===== config.mk =====
export PLATFORM = sky130hd
export DESIGN_NAME = multicycle_ctrl
export DESIGN_NICKNAME = d
export VERILOG_FILES = /design/src/rtl/mc_pkg.sv /design/src/rtl/aludec.sv /design/src/rtl/multicycle_ctrl.sv
export SDC_FILE = /design/constraint.sdc
export NUM_CORES = 1
export LEC_CHECK = 0
export BUFFER_PORTS_ARGS = -buffer_cell sky130_fd_sc_hd__buf_2
export CAP_MARGIN = 20
export CORE_MARGIN = 3
export CORE_UTILIZATION = 45
export DETAILED_ROUTE_END_ITERATION = 8
export PLACE_DENSITY = 0.77
export SLEW_MARGIN = 20
export SYNTH_ARGS = -nofsm -noshare
export SYNTH_HDL_FRONTEND = slang
export SYNTH_SLANG_ARGS = --single-unit

===== constraint.sdc =====
create_clock -name clk -period 2.7 [get_ports clk]
set_input_delay 0 -clock clk [delete_from_list [all_inputs] [get_ports clk]]
set_output_delay 0 -clock clk [all_outputs]
set_load 0.1 [all_outputs]

===== src/rtl/mc_pkg.sv =====
// Shared types and encodings for the multicycle RISC-V control unit:
// FSM states, opcodes and every datapath mux/ALU encoding.
package mc_pkg;

  typedef enum logic [3:0] {
    S_FETCH    = 4'd0,
    S_DECODE   = 4'd1,
    S_MEMADR   = 4'd2,
    S_MEMREAD  = 4'd3,
    S_MEMWB    = 4'd4,
    S_MEMWRITE = 4'd5,
    S_EXECUTER = 4'd6,
    S_EXECUTEI = 4'd7,
    S_ALUWB    = 4'd8,
    S_BEQ      = 4'd9,
    S_JAL      = 4'd10
  } state_e;

  localparam logic [6:0] OP_LOAD   = 7'b0000011;
  localparam logic [6:0] OP_STORE  = 7'b0100011;
  localparam logic [6:0] OP_RTYPE  = 7'b0110011;
  localparam logic [6:0] OP_ITYPE  = 7'b0010011;
  localparam logic [6:0] OP_BRANCH = 7'b1100011;
  localparam logic [6:0] OP_JAL    = 7'b1101111;

  typedef enum logic [1:0] {
    ALUOP_ADD   = 2'b00,
    ALUOP_SUB   = 2'b01,
    ALUOP_FUNCT = 2'b10
  } aluop_e;

  typedef enum logic [2:0] {
    ALU_ADD = 3'b000,
    ALU_SUB = 3'b001,
    ALU_AND = 3'b010,
    ALU_OR  = 3'b011,
    ALU_SLT = 3'b101
  } aluctl_e;

  typedef enum logic [1:0] {
    RES_ALUOUT    = 2'b00,
    RES_DATA      = 2'b01,
    RES_ALURESULT = 2'b10
  } result_src_e;

  typedef enum logic [1:0] {
    SRCA_PC    = 2'b00,
    SRCA_OLDPC = 2'b01,
    SRCA_RD1   = 2'b10
  } srca_e;

  typedef enum logic [1:0] {
    SRCB_RD2  = 2'b00,
    SRCB_IMM  = 2'b01,
    SRCB_FOUR = 2'b10
  } srcb_e;

  typedef enum logic [1:0] {
    IMM_I = 2'b00,
    IMM_S = 2'b01,
    IMM_B = 2'b10,
    IMM_J = 2'b11
  } imm_src_e;

  // Immediate format depends only on the opcode, independent of FSM state.
  function automatic imm_src_e imm_src_of(input logic [6:0] op);
    case (op)
      OP_STORE:  return IMM_S;
      OP_BRANCH: return IMM_B;
      OP_JAL:    return IMM_J;
      default:   return IMM_I;
    endcase
  endfunction

endpackage


===== src/rtl/aludec.sv =====
// ALU decoder: maps the FSM's ALUOp plus instruction funct fields to the
// 3-bit ALU operation code.
module aludec
  import mc_pkg::*;
(
  input  aluop_e      alu_op_i,
  input  logic [2:0]  funct3_i,
  input  logic        funct7b5_i,
  input  logic        op5_i,
  output aluctl_e     alu_control_o
);

  always_comb begin
    // NOTE: default assigned first so every path drives the output and no latch is inferred.
    alu_control_o = ALU_ADD;
    case (alu_op_i)
      ALUOP_ADD: alu_control_o = ALU_ADD;
      ALUOP_SUB: alu_control_o = ALU_SUB;
      ALUOP_FUNCT: begin
        case (funct3_i)
          // Only R-type (op[5]=1) with bit 30 set is a subtract; addi ignores bit 30.
          3'b000:  alu_control_o = (funct7b5_i && op5_i) ? ALU_SUB : ALU_ADD;
          3'b010:  alu_control_o = ALU_SLT;
          3'b110:  alu_control_o = ALU_OR;
          3'b111:  alu_control_o = ALU_AND;
          default: alu_control_o = ALU_ADD;
        endcase
      end
      default: alu_control_o = ALU_ADD;
    endcase
  end

endmodule


===== src/rtl/multicycle_ctrl.sv =====
// Moore-FSM control unit for a multicycle RISC-V datapath.
// Define MCCTRL_MEM_WAIT_EN to stall FETCH/MEMREAD/MEMWRITE on mem_ready.
module multicycle_ctrl
  import mc_pkg::*;
(
  input  logic       clk,
  input  logic       reset,
  input  logic [6:0] op,
  input  logic [2:0] funct3,
  input  logic       funct7b5,
  input  logic       Zero,
  input  logic       mem_ready,
  output logic       PCWrite,
  output logic       AdrSrc,
  output logic       MemWrite,
  output logic       IRWrite,
  output logic       RegWrite,
  output logic [1:0] ResultSrc,
  output logic [1:0] ALUSrcA,
  output logic [1:0] ALUSrcB,
  output logic [1:0] ImmSrc,
  output logic [2:0] ALUControl,
  output logic       instr_retire,
  output logic       illegal_op
);

  state_e  state_q, state_d;
  aluop_e  alu_op;
  aluctl_e alu_ctl;
  logic    pc_update;
  logic    branch;
  logic    mem_ok;

`ifdef MCCTRL_MEM_WAIT_EN
  assign mem_ok = mem_ready;
`else
  logic unused_mem_ready;
  assign unused_mem_ready = mem_ready;
  assign mem_ok           = 1'b1;
`endif

  // NOTE: synchronous reset, so reset appears only inside the clocked branch and
  // sequential state uses non-blocking assignments.
  always_ff @(posedge clk) begin
    if (reset) state_q <= S_FETCH;
    else       state_q <= state_d;
  end

  always_comb begin
    state_d    = state_q;
    illegal_op = 1'b0;
    case (state_q)
      S_FETCH: if (mem_ok) state_d = S_DECODE;
      S_DECODE: begin
        case (op)
          OP_LOAD, OP_STORE: state_d = S_MEMADR;
          OP_RTYPE:          state_d = S_EXECUTER;
          OP_ITYPE:          state_d = S_EXECUTEI;
          OP_BRANCH:         state_d = S_BEQ;
          OP_JAL:            state_d = S_JAL;
          default: begin
            state_d    = S_FETCH;
            illegal_op = 1'b1;
          end
        endcase
      end
      S_MEMADR:   state_d = (op == OP_LOAD) ? S_MEMREAD : S_MEMWRITE;
      S_MEMREAD:  if (mem_ok) state_d = S_MEMWB;
      S_MEMWRITE: if (mem_ok) state_d = S_FETCH;
      S_EXECUTER, S_EXECUTEI, S_JAL: state_d = S_ALUWB;
      S_MEMWB, S_ALUWB, S_BEQ:       state_d = S_FETCH;
      default:    state_d = S_FETCH;
    endcase
  end

  always_comb begin
    pc_update    = 1'b0;
    branch       = 1'b0;
    AdrSrc       = 1'b0;
    MemWrite     = 1'b0;
    IRWrite      = 1'b0;
    RegWrite     = 1'b0;
    ResultSrc    = RES_ALUOUT;
    ALUSrcA      = SRCA_PC;
    ALUSrcB      = SRCB_RD2;
    alu_op       = ALUOP_ADD;
    instr_retire = 1'b0;
    case (state_q)
      S_FETCH: begin
        // Instruction latch and PC+4 wait until the fetch read has completed.
        IRWrite   = mem_ok;
        pc_update = mem_ok;
        ALUSrcB   = SRCB_FOUR;
        ResultSrc = RES_ALURESULT;
      end
      S_DECODE: begin
        ALUSrcA = SRCA_OLDPC;
        ALUSrcB = SRCB_IMM;
      end
      S_MEMADR: begin
        ALUSrcA = SRCA_RD1;
        ALUSrcB = SRCB_IMM;
      end
      S_MEMREAD: AdrSrc = 1'b1;
      S_MEMWB: begin
        ResultSrc    = RES_DATA;
        RegWrite     = 1'b1;
        instr_retire = 1'b1;
      end
      S_MEMWRITE: begin
        // Write strobe is held for the whole wait; retire only on the exit cycle.
        AdrSrc       = 1'b1;
        MemWrite     = 1'b1;
        instr_retire = mem_ok;
      end
      S_EXECUTER: begin
        ALUSrcA = SRCA_RD1;
        alu_op  = ALUOP_FUNCT;
      end
      S_EXECUTEI: begin
        ALUSrcA = SRCA_RD1;
        ALUSrcB = SRCB_IMM;
        alu_op  = ALUOP_FUNCT;
      end
      S_ALUWB: begin
        RegWrite     = 1'b1;
        instr_retire = 1'b1;
      end
      S_BEQ: begin
        ALUSrcA      = SRCA_RD1;
        alu_op       = ALUOP_SUB;
        branch       = 1'b1;
        instr_retire = 1'b1;
      end
      S_JAL: begin
        ALUSrcA   = SRCA_OLDPC;
        ALUSrcB   = SRCB_FOUR;
        pc_update = 1'b1;
      end
      default: ;
    endcase
  end

  assign PCWrite    = pc_update | (branch & Zero);
  assign ImmSrc     = imm_src_of(op);
  assign ALUControl = alu_ctl;

  aludec u_aludec (
    .alu_op_i      (alu_op),
    .funct3_i      (funct3),
    .funct7b5_i    (funct7b5),
    .op5_i         (op[5]),
    .alu_control_o (alu_ctl)
  );

endmodule


# Yosys cells after proc, flatten, opt, wreduce, memory -nomap -nowiden
# Cells that the tools add are included.
# op_classes
n_addsub	0
multipliers	0
n_div	0
n_lt_le_gt_ge	0
eq_ne	21
n_shift	0
n_mux	20
n_bitwise	2
reduce_logical	14
# op_table
op	count
case mux 4 bit (5 select lines)	2
equality test 4 x 3 -> 1 bit (second input constant)	4
case mux 2 bit (2 select lines)	4
equality test 7 x 6 -> 1 bit (second input constant)	2
equality test 7 bit (second input constant)	2
equality test 4 bit (second input constant)	3
case mux 3 bit (4 select lines)	1
OR reduction 2 bit	6
two-way mux 1 bit	10
equality test 4 x 2 -> 1 bit (second input constant)	2
OR reduction 4 bit	2
equality test 7 x 2 -> 1 bit (second input constant)	1
equality test 7 x 5 -> 1 bit (second input constant)	1
equality test 3 bit (second input constant)	2
case mux 2 bit (3 select lines)	1
case mux 3 bit (2 select lines)	1
OR reduction 3 bit	2
OR reduction 6 bit	1
equality test 4 x 1 -> 1 bit (second input constant)	1
zero test 4 bit	1
equality test 3 x 2 -> 1 bit (second input constant)	1
zero test 3 bit	1
two-way mux 3 bit	1
equality test 2 x 1 -> 1 bit (second input constant)	1
4 further kinds	4
# word_totals
reg_bits	4
latchBits	0
ramBits	0
mem_bits_ro	0
inputBits	15
output_inout_bits	18
elab_cells	58
memories	0

# Depth between registers and ports, before layout
# Gate-level depths: netlist (run 1).
# logic_depth
ltp_word	5
ltp_mapped	7
mapped_depth_nobuf	6

# Cells and area by module
# From an unflattened synthesis (run 1), not the netlist that was laid out.
# hier_totals
cells_unflattened	84
area_unflattened_um2	603.1
# modules_own_cells
module	n_inst	cells_per_inst	area_per_inst_um2	seq_area_each_um2
multicycle_ctrl	1	73	506.7	80.1
aludec	1	11	96.3	0.0

# Worst setup path before layout (run 1)
# OpenSTA, ideal clock, no wires.
# synth_timing
path_kind	register to output
from	reg state_q[1]
to	out ResultSrc[1]
arrival_ps	4250
slack_ps	-1550
path_stages_with_launch	5
n_path_buf	3
path_cell_list	dfxtp_1 -> buf_6 -> buf_2 -> nor4_1 -> buf_4
# synth_via
elab_chain_len	2
elab_cells_between_ends	3
classes_between	eq/ne (1); mux (1); reduce/logical (1)
# synth_rtl
item	line	rtl
from (decl)	multicycle_ctrl.sv:27	state_e state_q, state_d;
from (signal assigned)	multicycle_ctrl.sv:46	else state_q <= state_d;
equality test 4 x 3 -> 1 bit / zero test 4 bit (equally long branches)	multicycle_ctrl.sv:88	case (state_q)
case mux 2 bit (2 select lines) (*)	multicycle_ctrl.sv:88	
to (decl)	multicycle_ctrl.sv:18	output logic [1:0] ResultSrc,
# Mark *: on every way between the ends. The rest lies on a longest branch, timed or not.

# Worst setup path after layout (run 1)
# layout_timing
from	reg state_q[2]
to	out ALUControl[0]
# layout_via
elab_chain_len	5
elab_cells_between_ends	8
classes_between	eq/ne (5); mux (2); reduce/logical (1)
# layout_rtl
item	line	rtl
equality test 4 x 3 -> 1 bit	multicycle_ctrl.sv:88	
OR reduction 2 bit (no line)	--	
case mux 2 bit (2 select lines) (*)	multicycle_ctrl.sv:88	
equality test 2 bit / equality test 2 x 1 -> 1 bit (equally long branches)	aludec.sv:16	case (alu_op_i)
case mux 3 bit (2 select lines) (*)	aludec.sv:16	
to (decl)	multicycle_ctrl.sv:22	output logic [2:0] ALUControl,
# Marked as above.

==> results of run 1 <==
routing by layer:
layer | part of all wire (%) | global-route usage (%) | wire length, µm | vias to the layer above
li1 | - | - | - | 375
met1 | 44 | 20.1 | 703 | 338
met2 | 51 | 34.3 | 826 | 18
met3 | 3.6 | 1.22 | 58 | 2
met4 | 0.94 | 7.23 | 15 | 0
met5 | 0 | 0 | 0 | -
final timing paths:
kind / depth (start not counted) / slack (ns) / end / start
worst max-delay path: 7 / 0.37 / ALUControl[0] / state_q[2]
worst min-delay path: 3 / 0.12 / state_q[2] / op[4]
worst max register to register: 3 / 1.28 / state_q[3] / state_q[2]
worst min register to register: 3 / 0.77 / state_q[0] / state_q[0]
metrics by stage:
step	hold slack, ns	setup TNS (ns)	setup slack, ns	cell area, µm²	utilization [%]
global route	0.143	0	0.143	851	63.8
finish	0.124	0	0.367	851	63.8
global placement	0.225	0	0.682	818	61.4
detailed placement	0.230	0	0.592	818	61.4
floorplan	0.0730	-0.465	-0.210	679	-
CTS	0.114	0	0.338	851	63.8
area by class of cell:
| type | instances | area (µm²) |
|---|---|---|
| Clock buffer | 3 | 22.5 |
| Tap cell | 15 | 18.8 |
| Multi-Input combinational cell | 72 | 538 |
| Sequential cell | 4 | 80.1 |
| Timing Repair Buffer | 34 | 180 |
| Inverter | 3 | 11.3 |
| Fill cell | 133 | 483 |
cell usage after synthesis:
| library cell | number | area (µm²) |
|---|---|---|
| sky130_fd_sc_hd__xnor2_1 | 3 | 26.3 |
| sky130_fd_sc_hd__a211oi_1 | 1 | 7.51 |
| sky130_fd_sc_hd__a21oi_1 | 5 | 25.0 |
| sky130_fd_sc_hd__nand4b_1 | 2 | 17.5 |
| sky130_fd_sc_hd__nor3b_1 | 5 | 37.5 |
| sky130_fd_sc_hd__o21ai_1 | 1 | 5.00 |
| sky130_fd_sc_hd__inv_1 | 3 | 11.3 |
| sky130_fd_sc_hd__nor4b_2 | 1 | 15.0 |
| sky130_fd_sc_hd__nor4_1 | 1 | 6.26 |
| sky130_fd_sc_hd__nor3_1 | 4 | 20.0 |
| sky130_fd_sc_hd__nor4b_4 | 1 | 23.8 |
| sky130_fd_sc_hd__o311ai_0 | 1 | 8.76 |
| sky130_fd_sc_hd__buf_4 | 1 | 7.51 |
| sky130_fd_sc_hd__a211oi_2 | 1 | 12.5 |
| sky130_fd_sc_hd__and3b_1 | 3 | 26.3 |
| sky130_fd_sc_hd__nand2b_1 | 2 | 12.5 |
| sky130_fd_sc_hd__nand3b_1 | 1 | 7.51 |
| sky130_fd_sc_hd__ha_1 | 2 | 25.0 |
| sky130_fd_sc_hd__mux2i_1 | 1 | 10.0 |
| sky130_fd_sc_hd__nor2_1 | 6 | 22.5 |
| sky130_fd_sc_hd__buf_2 | 4 | 20.0 |
| sky130_fd_sc_hd__or2b_1 | 1 | 7.51 |
| sky130_fd_sc_hd__o21ai_0 | 5 | 25.0 |
| sky130_fd_sc_hd__xor2_1 | 2 | 17.5 |
| sky130_fd_sc_hd__nor4b_1 | 1 | 8.76 |
| sky130_fd_sc_hd__o22ai_1 | 1 | 6.26 |
| sky130_fd_sc_hd__buf_6 | 2 | 22.5 |
| sky130_fd_sc_hd__nand4_1 | 1 | 6.26 |
| sky130_fd_sc_hd__nand2_1 | 4 | 15.0 |
| sky130_fd_sc_hd__and2_1 | 3 | 18.8 |
| sky130_fd_sc_hd__or3_1 | 1 | 6.26 |
| sky130_fd_sc_hd__and4bb_2 | 1 | 12.5 |
| sky130_fd_sc_hd__and3_1 | 1 | 6.26 |
| sky130_fd_sc_hd__nand4bb_1 | 1 | 11.3 |
| sky130_fd_sc_hd__dfxtp_1 | 4 | 80.1 |
| sky130_fd_sc_hd__nand3_1 | 1 | 5.00 |
| sky130_fd_sc_hd__o211ai_1 | 1 | 7.51 |
| sky130_fd_sc_hd__o21bai_1 | 1 | 7.51 |
| sky130_fd_sc_hd__and2b_1 | 1 | 7.51 |
| sky130_fd_sc_hd__a32oi_1 | 1 | 8.76 |
| sky130_fd_sc_hd__nor2b_1 | 4 | 25.0 |
where the power goes:
group | switching, mW | leakage (nW) | internal, mW | total, mW
clock | 0.0220 | 0.0138 | 0.0496 | 0.0716
sequential | 0.00152 | 0.0326 | 0.0610 | 0.0625
combinational | 0.107 | 0.340 | 0.0350 | 0.143
total | 0.131 | 0.386 | 0.146 | 0.277
worst max-delay path: stages (launching register included):
cell and delay (ns):
sky130_fd_sc_hd__dfxtp_1 0.72, sky130_fd_sc_hd__and2b_1 0.25, sky130_fd_sc_hd__and2_1 0.16, sky130_fd_sc_hd__ha_1 0.17
sky130_fd_sc_hd__nor2b_1 0.12, sky130_fd_sc_hd__o21ai_0 0.10, sky130_fd_sc_hd__a21oi_1 0.14, sky130_fd_sc_hd__buf_2 0.43
logic make-up after synthesis:
logic type / count (synthesis) / share of synthesized area, %
and+or+nand+nor: 46 / 48.9
muxes: 1 / 1.53
AOI/OAI and AO/OA: 18 / 17.4
DFF: 4 / 12.3
adders and majority gates: 2 / 3.83
buffers and inverters: 10 / 9.39
xor gates and xnor gates: 5 / 6.71
==> impl_metrics.toml, run 1 <==
[cts]
cts_tree = "built"
root_buffer = "sky130_fd_sc_hd__clkbuf_4"
post_cts_resized = 0
post-cts-setup-buffers = 0
tritoncts_buffers = 3
clk_path_buf_depth = 2
worst_setup_hold_path_clk_slew_ns = 0.03
htree_num_levels = 1
clock_insertion_delay_worst_skew_ns = 0.23
cts_hold_repair.buffers = 1
cts_sinks = 4

[placed_design]
io_buffer_count = 31
gp_routability_congestion = 0.804
hpwl_detailed_um = 1280
numPlacedInstances = 127

[cells_and_area]
largest_register_ffs = 4
largest_register = "state_q"
most_frequent_standard_cell_in_the_layout_excluding_fill_and_tap_cells = "sky130_fd_sc_hd__buf_2"
antenna_cells_inserted = 0
layout-drive-gt1-share_pct = 38.8
biggestRegsByFlops = "state_q (4)"
layout.cells.most_common_list = "sky130_fd_sc_hd__buf_2, sky130_fd_sc_hd__nor2_1, sky130_fd_sc_hd__a21oi_1"
area_growth_syn_to_fin_pct = 30.3
finish.cell_count_without_fillers = 131
fin_nets = 135

[global_routing]
number_of_global_route_vias_before_repair = 676
groute.usage.overall_pct = 17.9
antenna_violations_before_repair = 0
grt-ovfl-total = 0
grt_start_max_net_pins = 20
grt_first_pass_wirelength_um = 2680

[synth]
postSynthRegisterBits = 4
yosysWarningCount = 0
netlist_area_um2 = 653
synth_cell_types = 41
synthCells = 86
synth_seq_area_share_pct = 12.3
avgSynthCellArea_um2 = 7.59
synth_nets = 103

[critical_path]
crit_fanout = 16
criticalPathCategory = "flop to primary output"
critPathRequiredTime_ns = 2.70
critPathLaunchType = "flop"
worstSetupEndpointType = "primary output"
cp.arrival_ns = 2.33

[pwr]
max-vdd-ir-drop_mv = 0.124
totalPowerFinal_uw = 277
p_leak_nw = 0.386
pwr_density_cell_nw_per_um2 = 325

[sta]
finalHoldViolations = 0
grt_setup_unrepaired = "false"
final_number_of_max_transition_violations = 0
maximum_operating_frequency_ghz = 0.429
post-route-min-period_ns = 2.33
timing.final.setup_violations = 0
post-route-period-util_pct = 86.4
slew-limit-headroom_pct = 53.8
clock_skew_ns = 0.00108
timing_worst_slew_pin_value_ns = 0.692

[route]
drt-total-wl_um = 1600
drt_iter0_drc = 7
post_drt_wl_per_cell_um = 12.2
post_drt_via_cell_ratio = 5.60
drt_pass1_iterations = 4
final_antenna_net_count = 0
dr_total_vias = 733
route.detailed.drc = 0

[floorplan]
initial_core_utilization_pct = 49.0
die_x_um = 44.1
rows = 13
fp.dieH_um = 44.1
fp.coreArea_um2 = 1330
die-area_um2 = 1940
ioPinCount = 33

[hold_path]
min-delay-path-class = "input pin to flop"

[run]
timing.max_cap.violations = 0

[outcome]
outcome = "completed"
No activity file was read; power rests on OpenSTA's default activity.
==> run 2: changes to the inputs <==
--- a/config.mk
+++ b/config.mk
@@ -11,6 +11,7 @@
 export CORE_UTILIZATION = 45
 export DETAILED_ROUTE_END_ITERATION = 8
 export PLACE_DENSITY = 0.77
+export SETUP_SLACK_MARGIN = 0.5
 export SLEW_MARGIN = 20
 export SYNTH_ARGS = -nofsm -noshare
 export SYNTH_HDL_FRONTEND = slang
==> impl_metrics.toml, run 2 (synthesis results as in run 1) <==
[sta]
clock_skew_ns = 0.000872
slew-limit-headroom_pct = 67.6
fin_tns_setup_ns = 0
finalHoldViolations = 0
maximum_operating_frequency_ghz = 0.498
post-route-period-util_pct = 74.4
timing_worst_slew_pin_value_ns = 0.489
post-route-min-period_ns = 2.01
final_number_of_max_transition_violations = 0
grt_setup_unrepaired = "false"
timing.final.setup_violations = 0

[route]
post_drt_wl_per_cell_um = 13.4
post_drt_via_cell_ratio = 5.92
drt_pass1_iterations = 4
route.detailed.drc = 0
drt_iter0_drc = 21
dr_total_vias = 787
final_antenna_net_count = 0
drt-total-wl_um = 1790

[pwr]
p_leak_nw = 0.421
max-vdd-ir-drop_mv = 0.143
pwr_density_cell_nw_per_um2 = 316
totalPowerFinal_uw = 286

[placed_design]
hpwl_detailed_um = 1360
io_buffer_count = 31
gp_routability_congestion = 0.788

[floorplan]
fp.coreArea_um2 = 1330
die-area_um2 = 1940
rows = 13
initial_core_utilization_pct = 49.0
fp.dieH_um = 44.1
die_x_um = 44.1
ioPinCount = 33

[critical_path]
reg2reg_to = "state_q[0]"
regToRegSetupSlack_ns = 1.32
timing.critical_path.buf_inv = 2
reg2reg_from = "state_q[1]"
path_cells = "buf_4 -> nand3b_1 -> ha_1 -> nor3b_4 -> buf_2"
critPathLaunchType = "flop"
crit_fanout = 18
slowest_stage = "sky130_fd_sc_hd__buf_2"
worstSetupEndpointType = "primary output"
cp.arrival_ns = 2.01
cp_top_family = "buffers and inverters"
worst_r2r_path_depth = 4
critPathMaxStageDelay_ns = 0.44
criticalPathCategory = "flop to primary output"
critPathRequiredTime_ns = 2.70

[run]
timing.max_cap.violations = 0

[cts]
clock_insertion_delay_worst_skew_ns = 0.24
htree_num_levels = 1
cts_sinks = 4
root_buffer = "sky130_fd_sc_hd__clkbuf_4"
tritoncts_buffers = 3
worst_setup_hold_path_clk_slew_ns = 0.04
cts_tree = "built"
clk_path_buf_depth = 2

[global_routing]
grt_first_pass_wirelength_um = 2990
grt-ovfl-total = 0
groute.usage.overall_pct = 20.4
grt_start_max_net_pins = 19
antenna_violations_before_repair = 0
number_of_global_route_vias_before_repair = 700

[hold_path]
min-delay-path-class = "input pin to flop"
hold_path_startpoint = "op[4]"
hold-path-endpoint = "state_q[2]"
worst_hold_path.num_cells = 3

[cells_and_area]
antenna_cells_inserted = 0
fin_nets = 137
layout-drive-gt1-share_pct = 44.1
most_frequent_standard_cell_in_the_layout_excluding_fill_and_tap_cells = "sky130_fd_sc_hd__buf_2"
largest_register = "state_q"
biggestRegsByFlops = "state_q (4)"
layout.cells.most_common_list = "sky130_fd_sc_hd__buf_2, sky130_fd_sc_hd__nor2_1"
area_growth_syn_to_fin_pct = 38.7
largest_register_ffs = 4

[outcome]
outcome = "completed"
==> run 2: routing by layer <==
layer | up-vias | track usage (%) | wire [µm]
met5 | - | 0 | 0
met4 | 0 | 10.8 | 31
met3 | 4 | 3.66 | 101
met2 | 31 | 34.0 | 906
met1 | 374 | 24.6 | 746
li1 | 378 | - | -
==> run 2: area by class of cell <==
class | count | area [µm²]
timing repair buffer | 36 | 198
clock buffer | 3 | 22.5
sequential | 4 | 82.6
inverter | 3 | 11.3
multi-input combinational | 72 | 573
fill | 126 | 428
tap | 15 | 18.8
==> run 2: how the worst max path moves through the flow <==
stage / startpoint / endpoint / slack [ns] / cells after the start
6_report: state_q[3] / ALUControl[1] / 0.69 / 5
3_3_place_gp: state_q[2] / ALUControl[0] / 0.85 / 7
3_5_place_dp: state_q[1] / ALUControl[0] / 0.79 / 6
4_1_cts: state_q[1] / ALUControl[0] / 0.52 / 6
5_1_grt: state_q[2] / ALUControl[0] / 0.55 / 7
2_1_floorplan: state_q[3] / PCWrite / 0.44 / 5
==> run 2: tightest hold or removal path, cell delays in order <==
cell,delay [ns]
sky130_fd_sc_hd__buf_2,0.13
sky130_fd_sc_hd__nand4b_1,0.09
sky130_fd_sc_hd__nand3_1,0.07
==> run 2: stage by stage <==
step	hold slack (ns)	util, %	setup WS (ns)	cells	instance area (µm²)
6_report	0.105	67.9	0.690	133	906
5_1_grt	0.110	67.9	0.547	133	906
4_1_cts	0.100	67.5	0.516	133	901
3_5_place_dp	0.238	65.1	0.789	129	868
3_3_place_gp	0.226	65.1	0.848	129	868
2_1_floorplan	0.0730	-	0.439	86	714
==> run 2: report_power, final <==
part           internal, mW  switching (mW)  leakage [nW]  total [mW]
clock network        0.0498          0.0259        0.0138      0.0757
registers            0.0610         0.00154        0.0336      0.0625
logic                0.0368           0.111         0.374       0.148
total                 0.148           0.138         0.421       0.286
==> run 2: timing repair <==
| item | in CTS | in global routing |
|---|---|---|
| hold buffers | 1 | 0 |
| endpoints found under the hold margin | 2 | 0 |
| gates resized for setup | 0 | 3 |
| setup endpoints to repair | 0 | 4 |
| buffers inserted | 0 | 0 |
==> run 3: changes to the inputs <==
--- a/config.mk
+++ b/config.mk
@@ -8,9 +8,9 @@
 export BUFFER_PORTS_ARGS = -buffer_cell sky130_fd_sc_hd__buf_2
 export CAP_MARGIN = 20
 export CORE_MARGIN = 3
-export CORE_UTILIZATION = 45
+export CORE_UTILIZATION = 40
 export DETAILED_ROUTE_END_ITERATION = 8
-export PLACE_DENSITY = 0.77
+export PLACE_DENSITY = 0.72
 export SETUP_SLACK_MARGIN = 0.5
 export SLEW_MARGIN = 20
 export SYNTH_ARGS = -nofsm -noshare
==> constraint.sdc (replaced) <==
create_clock -name clk -period 1.7 [get_ports clk]
set_input_delay 0 -clock clk [delete_from_list [all_inputs] [get_ports clk]]
set_output_delay 0 -clock clk [all_outputs]
set_load 0.1 [all_outputs]
==> impl_metrics.toml, run 3 <==
[outcome]
outcome = "stopped before the end"
last-stage-reached = "global routing"
error = "[ERROR DPL-0038] Utilization greater than 100%, impossible to legalize"

[cts]
htree_num_levels = 1
tritoncts_buffers = 3
cts_sinks = 4
clk_path_buf_depth = 2
root_buffer = "sky130_fd_sc_hd__clkbuf_4"

[placed_design]
dp_slack_ns = 0.193
io_buffer_count = 31
numPlacedInstances = 130
gp_routability_congestion = 0.779
hpwl_detailed_um = 1470

[synth]
synth_flop_cell = "sky130_fd_sc_hd__dfxtp_1"
synthMuxAreaShare_pct = 1.53
synthDominantCellAreaShare_pct = 12.3
synth_seq_area_share_pct = 12.3
synth_area_leader_cell = "sky130_fd_sc_hd__dfxtp_1"
yosysWarningCount = 0
synth_area_leaders = "sky130_fd_sc_hd__dfxtp_1, sky130_fd_sc_hd__nor3b_1, sky130_fd_sc_hd__and3b_1, sky130_fd_sc_hd__xnor2_1, sky130_fd_sc_hd__a21oi_1"
synth_nets = 103
avgSynthCellArea_um2 = 7.59
post_synth_and_or_nand_nor_area_fraction_pct = 48.9
postSynthRegisterBits = 4
combinational_family_with_the_most_area_after_synthesis = "simple AND/OR/NAND/NOR gates"
synthCells = 86
synth_cell_types = 41
synth_most_common_cell = "sky130_fd_sc_hd__nor2_1"
synth-compound-area-share_pct = 17.4
synth_common_cells = "sky130_fd_sc_hd__nor2_1, sky130_fd_sc_hd__a21oi_1, sky130_fd_sc_hd__nor3b_1, sky130_fd_sc_hd__o21ai_0"
xor_xnor_portion_of_the_synthesized_cell_area_pct = 6.70
synthAdderAreaFrac_pct = 3.83
postSynth.asyncResetShare_pct = 0
number_of_enable_flip_flop_cells_after_synthesis = 0
netlist_area_um2 = 653

[floorplan]
fp.dieH_um = 46.4
initial_core_utilization_pct = 46.2
ioPinCount = 33
rows = 13
die_x_um = 46.4

[sta]
crit_endpoint = "ALUControl[1]"
worst-endpoint-pin-kind = "top-level output"

[global_routing]
grt_start_max_net_pins = 18
[run 3: cell counts after synthesis]
No cell type changed its count.
[run 3: logic make-up after synthesis]
logic type               after synthesis
adder cells (fa/ha/maj)                2
XOR/XNOR                               5
buffers and inverters                 10
multiplexers                           1
AND/OR/NAND/NOR                       46
flip-flops                             4
AO/OA/AOI/OAI                         18
[run 3: what timing repair did]
item / 4_1_cts
pin swaps: 7
hold endpoints to repair: 2
endpoints found under the setup margin: 21
hold buffers: 1
gates resized for setup: 34
buffers inserted: 10
[run 3: metrics by stage]
stage	TNS [ns]	area [µm²]
global placement	0	1140
floorplan	-1.33	808
detailed placement	0	1140
CTS	0	1370
==> run 4: changes to the inputs <==
--- a/config.mk
+++ b/config.mk
@@ -7,11 +7,10 @@
 export LEC_CHECK = 0
 export BUFFER_PORTS_ARGS = -buffer_cell sky130_fd_sc_hd__buf_2
 export CAP_MARGIN = 20
-export CORE_MARGIN = 3
-export CORE_UTILIZATION = 40
+export CORE_AREA = 3 3 64 66
 export DETAILED_ROUTE_END_ITERATION = 8
-export PLACE_DENSITY = 0.72
-export SETUP_SLACK_MARGIN = 0.5
+export DIE_AREA = 0 0 67 69
+export PLACE_DENSITY_LB_ADDON = 0.15
 export SLEW_MARGIN = 20
 export SYNTH_ARGS = -nofsm -noshare
 export SYNTH_HDL_FRONTEND = slang
==> constraint.sdc (replaced) <==
create_clock -name clk -period 2.2 [get_ports clk]
set_input_delay 0 -clock clk [delete_from_list [all_inputs] [get_ports clk]]
set_output_delay 0 -clock clk [all_outputs]
set_load 0.1 [all_outputs]
==> impl_metrics.toml, run 4 (synthesis results as in run 1) <==
[cells_and_area]
antenna_cells_inserted = 0
fin_nets = 136
multi_input_combinational_cell_area_um2 = 573
layout.area.seq_um2 = 80.1
finish.cell_count_without_fillers = 165
most_frequent_standard_cell_in_the_layout_excluding_fill_and_tap_cells = "sky130_fd_sc_hd__buf_2"
fill_cells = 427
largest_register_ffs = 4
layout.cells.most_common_list = "sky130_fd_sc_hd__buf_2, sky130_fd_sc_hd__nor2_1"
layout-drive-gt1-share_pct = 42.7
area_growth_syn_to_fin_pct = 52.5
biggestRegsByFlops = "state_q (4)"
largest_register = "state_q"

[route]
route.detailed.drc = 0
post_drt_via_cell_ratio = 4.42
highest_layer = "met4"
drt_iter0_drc = 8
drt-met1-wl_um = 740
detailroute.wirelength.met3_um = 113
drt-total-wl_um = 1850
post_drt_wl_per_cell_um = 11.2
wl_met2_um = 948
drt_pass1_iterations = 2
dr_total_vias = 730
final_antenna_net_count = 0

[cts]
cts_tree = "built"
post_cts_resized = 0
clock_insertion_delay_worst_skew_ns = 0.22
post-cts-setup-buffers = 0
root_buffer = "sky130_fd_sc_hd__clkbuf_8"
clk_path_buf_depth = 2
cts_sinks = 4
cts_hold_repair.buffers = 0
htree_num_levels = 1
tritoncts_buffers = 3
worst_setup_hold_path_clk_slew_ns = 0.03

[floorplan]
die-area_um2 = 4620
die_x_um = 67
ioPinCount = 33
fp.coreArea_um2 = 3630
fp.dieH_um = 69
initial_core_utilization_pct = 18.0
rows = 22

[critical_path]
criticalPathCategory = "flop to primary output"
critPathRequiredTime_ns = 2.20
worstSetupEndpointType = "primary output"
critPathLaunchType = "flop"
crit_fanout = 18
cp.arrival_ns = 1.77

[global_routing]
grt_first_pass_wirelength_um = 3040
grt_start_max_net_pins = 19
antenna_violations_before_repair = 0
number_of_global_route_vias_before_repair = 668
grt-ovfl-total = 0
groute.usage.overall_pct = 8.36

[sta]
finalHoldWorstSlack_ns = 0.0144
final_number_of_max_transition_violations = 0
post-route-min-period_ns = 1.77
timing_worst_slew_pin_value_ns = 0.495
clock_skew_ns = 0.00155
finalHoldViolations = 0
post-route-period-util_pct = 80.7
grt_setup_unrepaired = "false"
maximum_operating_frequency_ghz = 0.563
slew-limit-headroom_pct = 67.3
timing.final.setup_violations = 0

[pwr]
totalPowerFinal_uw = 407
max-vdd-ir-drop_mv = 0.106
p_leak_nw = 0.432
pwr_density_cell_nw_per_um2 = 409

[placed_design]
gp_routability_congestion = 0.695
io_buffer_count = 31
hpwl_detailed_um = 1500
numPlacedInstances = 162

[hold_path]
min-delay-path-class = "input pin to flop"

[run]
timing.max_cap.violations = 0

[outcome]
outcome = "completed"
-- run 4: power by group --
group | internal, mW | total (mW) | switching [mW] | leakage (nW)
clock network | 0.116 | 0.152 | 0.0356 | 0.0216
logic | 0.0440 | 0.179 | 0.135 | 0.378
registers | 0.0750 | 0.0763 | 0.00129 | 0.0326
total | 0.235 | 0.407 | 0.172 | 0.432
-- run 4: worst paths after layout --
path | from | to | slack (ns) | cells past startpoint
setup reg to reg | state_q[1] | state_q[1] | 0.87 | 4
setup / recovery | state_q[3] | ALUControl[1] | 0.43 | 5
hold / removal | reset | state_q[0] | 0.01 | 2
hold reg to reg | state_q[1] | state_q[3] | 0.70 | 2
-- run 4: stage by stage --
step	area (µm²)	setup WS [ns]	TNS [ns]	util, %
floorplan	714	-0.0614	-0.119	-
global placement	955	0.642	0	26.3
detailed placement	955	0.655	0	26.3
CTS	996	0.410	0	27.4
global route	996	0.306	0	27.4
finish	996	0.425	0	27.4
-- run 4: area by class of cell --
class                      count  share of cell area (%)
sequential                     4                    8.04
clock buffer                   3                    4.15
multi-input combinational     72                    57.5
inverter                       3                    1.13
timing repair buffer          35                    23.1
tap                           48                    6.03
-- run 4: metal layers --
| layer | vias to the layer above | GRT usage [%] |
|---|---|---|
| li1 | 376 | - |
| met1 | 332 | 9.22 |
| met2 | 18 | 14.4 |
| met3 | 4 | 1.14 |
| met4 | 0 | 5.41 |
| met5 | - | 0 |
-- run 4: critical path, stage by stage, from the launching register on --
cell	delay, ns
sky130_fd_sc_hd__dfxtp_1	0.32
sky130_fd_sc_hd__buf_4	0.25
sky130_fd_sc_hd__nand3b_1	0.16
sky130_fd_sc_hd__ha_1	0.38
sky130_fd_sc_hd__nor3b_4	0.24
sky130_fd_sc_hd__buf_12	0.20
